File: src/rtl/out_alu_control_unit_pkg.sv
// Purpose : shared op codes, write-FSM encoding and default widths for the result-side control unit.
// Latency : n/a (declarations only).
// Backpressure: n/a.
package out_alu_control_unit_pkg;

    localparam int DATA_SIZE_DEF      = 16;
    localparam int ID_SIZE_DEF        = 8;
    localparam int OPERATION_SIZE_DEF = 2;

    // Same op encoding as the FIFO_IN->ALU side.
    localparam logic [1:0] OP_ADD = 2'b01;
    localparam logic [1:0] OP_MUL = 2'b10;

    typedef enum logic {
        ST_IDLE  = 1'b0,
        ST_WRITE = 1'b1
    } wr_state_t;

endpackage

File: src/rtl/d_ff_async_en.sv
// Purpose : WIDTH-bit register, async active-low reset to zero, load enable.
// Latency : 1 cycle from d to q when en is high.
// Backpressure: none; en is the only hold control.
// Ports   : clk, rst_n, en, d[WIDTH] -> q[WIDTH]
module d_ff_async_en #(
    parameter int WIDTH = 1
) (
    input  logic             clk,
    input  logic             rst_n,
    input  logic             en,
    input  logic [WIDTH-1:0] d,
    output logic [WIDTH-1:0] q
);

    always_ff @(posedge clk or negedge rst_n) begin
        if (!rst_n) begin
            q <= '0;
        end else if (en) begin
            q <= d;
        end
    end

endmodule

File: src/rtl/out_alu_result_slot.sv
// Purpose : one-deep holding slot for an ALU result channel ({result, id} + held flag).
// Latency : captured on the valid&ready edge, visible (held=1) the cycle after.
// Backpressure: ready = !held, a pure register output; a held result is never overwritten.
// Ports   : clk, rst_n, valid, result, id, clr (drain strobe) -> ready, held, res_q, id_q
import out_alu_control_unit_pkg::*;

module out_alu_result_slot #(
    parameter int DATA_SIZE = DATA_SIZE_DEF,
    parameter int ID_SIZE   = ID_SIZE_DEF
) (
    input  logic                 clk,
    input  logic                 rst_n,
    input  logic                 valid,
    input  logic [DATA_SIZE-1:0] result,
    input  logic [ID_SIZE-1:0]   id,
    input  logic                 clr,
    output logic                 ready,
    output logic                 held,
    output logic [DATA_SIZE-1:0] res_q,
    output logic [ID_SIZE-1:0]   id_q
);

    logic capture;

    // capture needs !held and clr is only issued while held, so the two
    // never collide and the held flag can simply load 'capture'.
    assign capture = valid & ~held;
    assign ready   = ~held;

    d_ff_async_en #(.WIDTH(1)) u_held_ff (
        .clk   (clk),
        .rst_n (rst_n),
        .en    (capture | clr),
        .d     (capture),
        .q     (held)
    );

    d_ff_async_en #(.WIDTH(DATA_SIZE + ID_SIZE)) u_data_ff (
        .clk   (clk),
        .rst_n (rst_n),
        .en    (capture),
        .d     ({result, id}),
        .q     ({res_q, id_q})
    );

endmodule

File: src/rtl/out_alu_control_unit.sv
// Purpose : collects adder/multiplier results and writes {result, id, op} into FIFO_OUT as single pulses.
// Latency : capture at edge k -> w_en_out high in the cycle after edge k+1 (FIFO_OUT not full); max 1 write / 2 cycles.
// Backpressure: full_out blocks grants; held channels keep ready low until drained.
// Ports   : clk, rst_n; adder a_valid_result/add_result/id_add_out -> a_ready_result;
//           multiplier m_valid_result/mul_result/id_mul_out -> m_ready_result;
//           full_out -> w_en_out, fifo_out_data; busy.
// Config  : OUT_ALU_RR_ARB_EN defined -> round-robin between channels on contention;
//           undefined -> fixed priority, adder wins.
import out_alu_control_unit_pkg::*;

module out_alu_control_unit #(
    parameter int DATA_SIZE      = DATA_SIZE_DEF,
    parameter int ID_SIZE        = ID_SIZE_DEF,
    parameter int OPERATION_SIZE = OPERATION_SIZE_DEF,
    parameter int FIFO_OUT_WIDTH = DATA_SIZE + ID_SIZE + OPERATION_SIZE
) (
    input  logic                      clk,
    input  logic                      rst_n,
    input  logic                      a_valid_result,
    input  logic [DATA_SIZE-1:0]      add_result,
    input  logic [ID_SIZE-1:0]        id_add_out,
    output logic                      a_ready_result,
    input  logic                      m_valid_result,
    input  logic [DATA_SIZE-1:0]      mul_result,
    input  logic [ID_SIZE-1:0]        id_mul_out,
    output logic                      m_ready_result,
    input  logic                      full_out,
    output logic                      w_en_out,
    output logic [FIFO_OUT_WIDTH-1:0] fifo_out_data,
    output logic                      busy
);

    logic                      held_a, held_m;
    logic [DATA_SIZE-1:0]      res_a, res_m;
    logic [ID_SIZE-1:0]        id_a, id_m;
    logic                      grant, pick_mul;
    logic                      clr_a, clr_m;
    logic                      state_bit;
    wr_state_t                 state_q, state_d;
    logic [OPERATION_SIZE-1:0] op_sel;
    logic [FIFO_OUT_WIDTH-1:0] word_d;

    assign clr_a = grant & ~pick_mul;
    assign clr_m = grant &  pick_mul;

    out_alu_result_slot #(.DATA_SIZE(DATA_SIZE), .ID_SIZE(ID_SIZE)) u_slot_add (
        .clk    (clk),
        .rst_n  (rst_n),
        .valid  (a_valid_result),
        .result (add_result),
        .id     (id_add_out),
        .clr    (clr_a),
        .ready  (a_ready_result),
        .held   (held_a),
        .res_q  (res_a),
        .id_q   (id_a)
    );

    out_alu_result_slot #(.DATA_SIZE(DATA_SIZE), .ID_SIZE(ID_SIZE)) u_slot_mul (
        .clk    (clk),
        .rst_n  (rst_n),
        .valid  (m_valid_result),
        .result (mul_result),
        .id     (id_mul_out),
        .clr    (clr_m),
        .ready  (m_ready_result),
        .held   (held_m),
        .res_q  (res_m),
        .id_q   (id_m)
    );

    // Write FSM state register.
    d_ff_async_en #(.WIDTH(1)) u_state_ff (
        .clk   (clk),
        .rst_n (rst_n),
        .en    (1'b1),
        .d     (state_d),
        .q     (state_bit)
    );
    assign state_q = wr_state_t'(state_bit);

`ifdef OUT_ALU_RR_ARB_EN
    // ptr_q = 1 favours the multiplier on the next contested grant.
    logic ptr_q, ptr_d, ptr_en;

    d_ff_async_en #(.WIDTH(1)) u_ptr_ff (
        .clk   (clk),
        .rst_n (rst_n),
        .en    (ptr_en),
        .d     (ptr_d),
        .q     (ptr_q)
    );
`endif

    // Grants are only issued from IDLE, so full_out is always sampled after
    // the previous write pulse has reached FIFO_OUT.
    always_comb begin
        state_d  = state_q;
        grant    = 1'b0;
        pick_mul = 1'b0;
`ifdef OUT_ALU_RR_ARB_EN
        ptr_d    = ptr_q;
        ptr_en   = 1'b0;
`endif
        case (state_q)
            ST_IDLE: begin
                if (!full_out && (held_a || held_m)) begin
                    grant   = 1'b1;
                    state_d = ST_WRITE;
`ifdef OUT_ALU_RR_ARB_EN
                    pick_mul = held_m && (!held_a || ptr_q);
                    if (held_a && held_m) begin
                        ptr_en = 1'b1;
                        ptr_d  = ~pick_mul;   // hand priority to the loser
                    end
`else
                    pick_mul = !held_a;
`endif
                end
            end
            ST_WRITE: state_d = ST_IDLE;
            default:  state_d = ST_IDLE;
        endcase
    end

    assign op_sel = pick_mul ? OPERATION_SIZE'(OP_MUL) : OPERATION_SIZE'(OP_ADD);
    assign word_d = pick_mul ? {res_m, id_m, op_sel} : {res_a, id_a, op_sel};

    // Strobe is high exactly in the cycle after a grant edge.
    d_ff_async_en #(.WIDTH(1)) u_wen_ff (
        .clk   (clk),
        .rst_n (rst_n),
        .en    (1'b1),
        .d     (grant),
        .q     (w_en_out)
    );

    // Word is only loaded on a grant, so it holds its value between writes.
    d_ff_async_en #(.WIDTH(FIFO_OUT_WIDTH)) u_word_ff (
        .clk   (clk),
        .rst_n (rst_n),
        .en    (grant),
        .d     (word_d),
        .q     (fifo_out_data)
    );

    assign busy = held_a | held_m | w_en_out;

endmodule

File: config.mk
export PLATFORM = sky130hd
export DESIGN_NAME = out_alu_control_unit
export DESIGN_NICKNAME = d
export VERILOG_FILES = /design/src/rtl/out_alu_control_unit_pkg.sv /design/src/rtl/d_ff_async_en.sv /design/src/rtl/out_alu_result_slot.sv /design/src/rtl/out_alu_control_unit.sv
export SDC_FILE = /design/constraint.sdc
export NUM_CORES = 1
export LEC_CHECK = 0
export CAP_MARGIN = 20
export CORE_UTILIZATION = 54
export DETAILED_ROUTE_END_ITERATION = 6
export HOLD_SLACK_MARGIN = 0.05
export PLACE_DENSITY = 0.85
export SYNTH_ARGS = -nofsm -noshare
export SYNTH_HDL_FRONTEND = slang
export SYNTH_HIERARCHICAL = 1
export SYNTH_SLANG_ARGS = --single-unit
File: constraint.sdc
create_clock -name clk -period 5.6 [get_ports clk]
set_input_delay 1.12 -clock clk [delete_from_list [all_inputs] [get_ports clk]]
set_output_delay 1.12 -clock clk [all_outputs]
set_load 0.01 [all_outputs]
# Word-level counts from Yosys, hierarchy flattened
# Index checks and enable logic that the tools add are counted.
# word_totals
input_bits,53
register_bits,78
# op_classes
n_mux,7
n_reduce_logical,4
bitwise,12
# op_table
operator,n
26-bit 2-to-1 mux,1
1-bit AND,4
1-bit 2-to-1 mux,4
1-bit NOT,4
1-bit OR,4
1-bit logical NOT,2
2-bit 2-to-1 mux,1
1-bit case mux with 2 select lines,1
1-bit logical AND,1
1-bit logical OR,1

# Longest topological paths before layout
# depth
word_depth,7
ltp_mapped,5
ltp_nobuf,3

# Cells and area by module
# The synthesis kept the hierarchy.
# by_module_without_submodules
mod,area_each_um2,n_inst,cells_per_inst,seq_area_each_um2
d_ff_async_en at u_slot_add.u_data_ff ...,997.2,2,51,600.6
d_ff_async_en at u_word_ff,1069.8,1,55,650.6
out_alu_control_unit,355.3,1,34,0.0
d_ff_async_en at u_slot_add.u_held_ff ...,40.0,4,2,25.0
out_alu_result_slot,16.3,2,3,0.0

# Worst setup path before layout
# Ideal clock, no wire load.
# synth_path
path_type,input port to flip-flop
from,input port full_out
to,register u_word_ff.q[10]
stages,4
t_arrival_ps,2364
setup_slack_ps,3111
path_buffers,1
setup_time_ps,125
path_cell_list,nor4b_4 -> buf_6 -> mux2_2 -> mux2_4
# synth_between
elab_chain_len,5
word_cells_on_any_way,7
classes_between,mux (5); reduce/logical (2)
# synth_lines
element,line_no,source
from (decl),out_alu_control_unit.sv:27,"input logic full_out,"
1-bit logical NOT,out_alu_control_unit.sv:107,if (!full_out && (held_a || held_m)) begin
1-bit logical AND,out_alu_control_unit.sv:107,
1-bit 2-to-1 mux,out_alu_control_unit.sv:107,
1-bit 2-to-1 mux,out_alu_control_unit.sv:105,case (state_q)
26-bit 2-to-1 mux,out_alu_control_unit.sv:127,"assign word_d = pick_mul ? {res_m, id_m, op_sel} : {res_a, id_a, op_sel};"
named net word_d[10],out_alu_control_unit.sv:41,logic [FIFO_OUT_WIDTH-1:0] word_d;
to (signal assigned),d_ff_async_en.sv:17,q <= '0;
to (signal assigned),d_ff_async_en.sv:19,q <= d;
to (decl),d_ff_async_en.sv:12,output logic [WIDTH-1:0] q
# The timed path passes the listed nets, and every way through them passes these cells.
# A chain may end at the register's enable or synchronous reset.

# Final worst setup path
# layout_path
from,input port full_out
to,register u_word_ff.q[23]
# layout_between
word_cells_on_any_way,7
classes_between,mux (5); reduce/logical (2)
# layout_rtl
element,line_no,source
1-bit logical NOT,out_alu_control_unit.sv:107,
1-bit logical AND,out_alu_control_unit.sv:107,
1-bit 2-to-1 mux,out_alu_control_unit.sv:107,
1-bit 2-to-1 mux,out_alu_control_unit.sv:105,
named net grant,out_alu_control_unit.sv:36,"logic grant, pick_mul;"
# The timed path passes the listed nets, and every way through them passes these cells.

==> results.sh <==
export IMPL_outcome="finished, final reports clean"
export IMPL_design_die_area_um2=7020
export IMPL_post_synth_fa_ha_maj_area_fraction=0
export IMPL_timing_critical_path_required_ns=5.82
export IMPL_grt_pass1_wl_mm=11.0
export IMPL_worst_slew_slack_as_a_fraction_of_its_limit=0.276
export IMPL_vias=1931
export IMPL_yosys_area_share_xor_xnor=0
export IMPL_post_synth_top_area_fraction=0.540
export IMPL_crit_path_cell_trace="clkdlybuf4s50_1 -> nor3_2 -> buf_4 -> mux2_2"
export IMPL_report_power_total_mw=2.44
export IMPL_n_antenna_cell=0
export IMPL_final_min_clock_period_ns=3.16
export IMPL_gr_usage_all_layers=0.205
export IMPL_unrepaired_setup_endpoints_after_global_routing="false"
export IMPL_leakage_nw=2.02
export IMPL_synth_largest_area_cell="dfrtp_1"
export IMPL_synthCells=205
export IMPL_post_route_period_util=0.564
export IMPL_synth_seq_cells=78
export IMPL_syn2layout_area_growth_pct=26.7
export IMPL_finalSetupViolCount=0
export IMPL_start_util=0.566
export IMPL_rows=29
export IMPL_syn_mean_instance_area_um2=17.6
export IMPL_htree_num_levels=3
export IMPL_gp_routability_congestion=0.742
export IMPL_fin_worst_skew_ns=0.0117
export IMPL_post_cts_resized_instances=0
export IMPL_synth_yosys_seq_area_share=0.540
export IMPL_finalHoldViolCount=0
export IMPL_final_max_slew_violation_count=0
export IMPL_stdcell_area_um2=4580
export IMPL_numCtsBuffers=9
export IMPL_tritoncts="built"
export IMPL_postCtsHoldBufs=0
export IMPL_drtPass1Iterations=4
export IMPL_synth_compound_area_frac=0
export IMPL_cts_max_path_buffers=2
export IMPL_postCtsSetupBuffers=0
export IMPL_yosysWarningCount=6
export IMPL_crit_reg2reg_capture="u_word_ff/q[23]"
export IMPL_ff2ff_setup_slack_ns=3.16
export IMPL_crit_slowest_cell="nor3_2"
export IMPL_buffer_ports_inserted=82
export IMPL_grt_antenna_before_repair=0
export IMPL_synth_top_family_by_area="multiplexers"
export IMPL_worstSetupEndpoint="u_word_ff/q[23]"
export IMPL_post_route_drc_count=0
export IMPL_worst_r2r_path_depth=4
export IMPL_placed_cell_area_um2=4390
export IMPL_critical_path_max_stage_delay_ns=0.86
export IMPL_vdd_ir_drop_max_mv=0.338
export IMPL_max_slew_worst_pin_slew_ns=1.08
export IMPL_timing_rr_start="u_slot_add/u_held_ff/q"
export IMPL_setup_tns_final_ns=0
export IMPL_wl_per_cell_um=17.8
export IMPL_hpwlAfterDp_mm=4.29
export IMPL_layout_nets=343
export IMPL_grt_overflow_total=0
export IMPL_drt_antenna_violating_nets=0
export IMPL_drv_cap=0
export IMPL_largest_net_degree_at_the_start_of_global_routing=79
export IMPL_die_y_um=83.8
export IMPL_worst_skew_pair_late_latency_ns=0.34
export IMPL_synth_area_top_cells="dfrtp_1 (54%), mux2_4 (27%), mux2_2 (12%)"
export IMPL_muxShareOfSynthArea=0.384
export IMPL_crit_path_end_kind="register"
export IMPL_io_pins=83
export IMPL_post_synth_and_or_nand_nor_area_fraction=0.0222
export IMPL_root_buffer="clkbuf_8"
export IMPL_timing_hold_worst_class="register to register"
export IMPL_worstSetupStartpointType="input pin"
export IMPL_yosys_cell_types_count=16
export IMPL_totalWireLength_mm=6.64
export IMPL_cts_clk_slew_worst_paths_ns=0.08
export IMPL_crit_path_max_fanout=20
export IMPL_synth_cell_area_um2=3610
export IMPL_path_class="input pin to register"
export IMPL_clkSinkCount=78
export IMPL_via_count_of_the_first_global_routing_pass=2138
export IMPL_worstSetupStartpoint="full_out"
export IMPL_timing_critical_path_arrival_ns=3.38
export IMPL_floorplan_core_area_um2=6390
export IMPL_drt_first_iter_violations=82
export IMPL_via_per_inst=5.19
export IMPL_die_w_um=83.8
export IMPL_drive_gt1_frac=0.414
export IMPL_powerDensity_nw_per_um2=534
export IMPL_clock_fmax_mhz=317
[layout by cell type (no fill, tap or decap), types with 2 or more instances in the layout]
cell type and n:
conb_1 2, or2_1 2, clkdlybuf4s50_1 81, clkbuf_8 12, mux2_2 37, inv_1 3, buf_4 3, clkinvlp_4 2
clkbuf_1 2, dfrtp_1 78, nor2b_4 2, mux2_4 64
[area by class of cell]
type                       count  area [µm²]
clock buffer                  14         173
fill                         414        1810
inverter                       3        11.3
tap                           77        96.3
clock inverter                 2        15.0
sequential                    78        1950
timing repair buffer          84         833
multi-input combinational    114        1500
[where the power goes]
| group | internal (mW) | switching, mW | total [mW] |
|---|---|---|---|
| Clock | 0.198 | 0.195 | 0.394 |
| Combinational | 0.719 | 0.336 | 1.05 |
| Sequential | 0.825 | 0.169 | 0.994 |
| Total | 1.74 | 0.701 | 2.44 |
[Yosys cell counts]
cell      n
or2_1     2
nor4b_1   1
inv_1     3
buf_12    6
nor3_1    1
dfrtp_1  78
buf_6     5
mux2_4   64
mux2_1    1
nor3b_1   1
nor4b_4   1
or3_1     1
nor2b_1   2
conb_1    1
mux2_2   37
nor2_1    1
[per-stage QoR]
stage / hold WS [ns] / utilization / setup WS [ns] / std cells
CTS: 0.511 / 0.717 / 2.45 / 372
global placement: 0.488 / 0.687 / 2.15 / 356
global route: 0.524 / 0.717 / 2.35 / 372
finish: 0.510 / 0.717 / 2.44 / 372
floorplan: 0.475 / - / 3.11 / 206
detailed placement: 0.491 / 0.687 / 2.09 / 356
[state kept, by name, summed over array words and instances, names as in the netlist]
signal,flops
u_word_ff/q,26
u_slot_add/u_data_ff/q,24
u_slot_mul/u_data_ff/q,24
u_slot_add/u_held_ff/q,1
u_slot_mul/u_held_ff/q,1
u_state_ff/q,1
u_wen_ff/q,1
[worst min-delay path by stage]
| stage | startpoint | slack (ns) | depth (start not counted) | endpoint |
|---|---|---|---|---|
| final | u_slot_add/u_data_ff/q[21] | 0.51 | 1 | u_slot_add/u_data_ff/q[21] |
| after global routing | u_slot_add/u_data_ff/q[21] | 0.52 | 1 | u_slot_add/u_data_ff/q[21] |
| after CTS | u_slot_add/u_data_ff/q[21] | 0.51 | 1 | u_slot_add/u_data_ff/q[21] |
| after detailed placement | u_slot_mul/u_data_ff/q[22] | 0.49 | 1 | u_slot_mul/u_data_ff/q[22] |
| after global placement | u_slot_mul/u_data_ff/q[23] | 0.49 | 1 | u_slot_mul/u_data_ff/q[23] |
| after floorplan | u_slot_add/u_data_ff/q[4] | 0.47 | 1 | u_slot_add/u_data_ff/q[4] |
[layer usage]
metal	part of all wire	vias to the layer above	track usage
met1	0.47	986	0.289
met5	0	-	0
li1	-	893	-
met4	0.012	0	0.0770
met2	0.48	44	0.320
met3	0.031	8	0.0376
[logic make-up after synthesis]
logic type | Yosys count
buffers and inverters | 14
multiplexers | 102
other | 1
flip-flops | 78
AND/OR/NAND/NOR | 10
[worst max-delay path, delay by kind of cell]
| family | cells | cell delay, ns |
|---|---|---|
| buffers and inverters | 2 | 1.00 |
| and+or+nand+nor | 1 | 0.86 |
| muxes | 1 | 0.39 |
No activity file was read; power rests on OpenSTA's default activity.
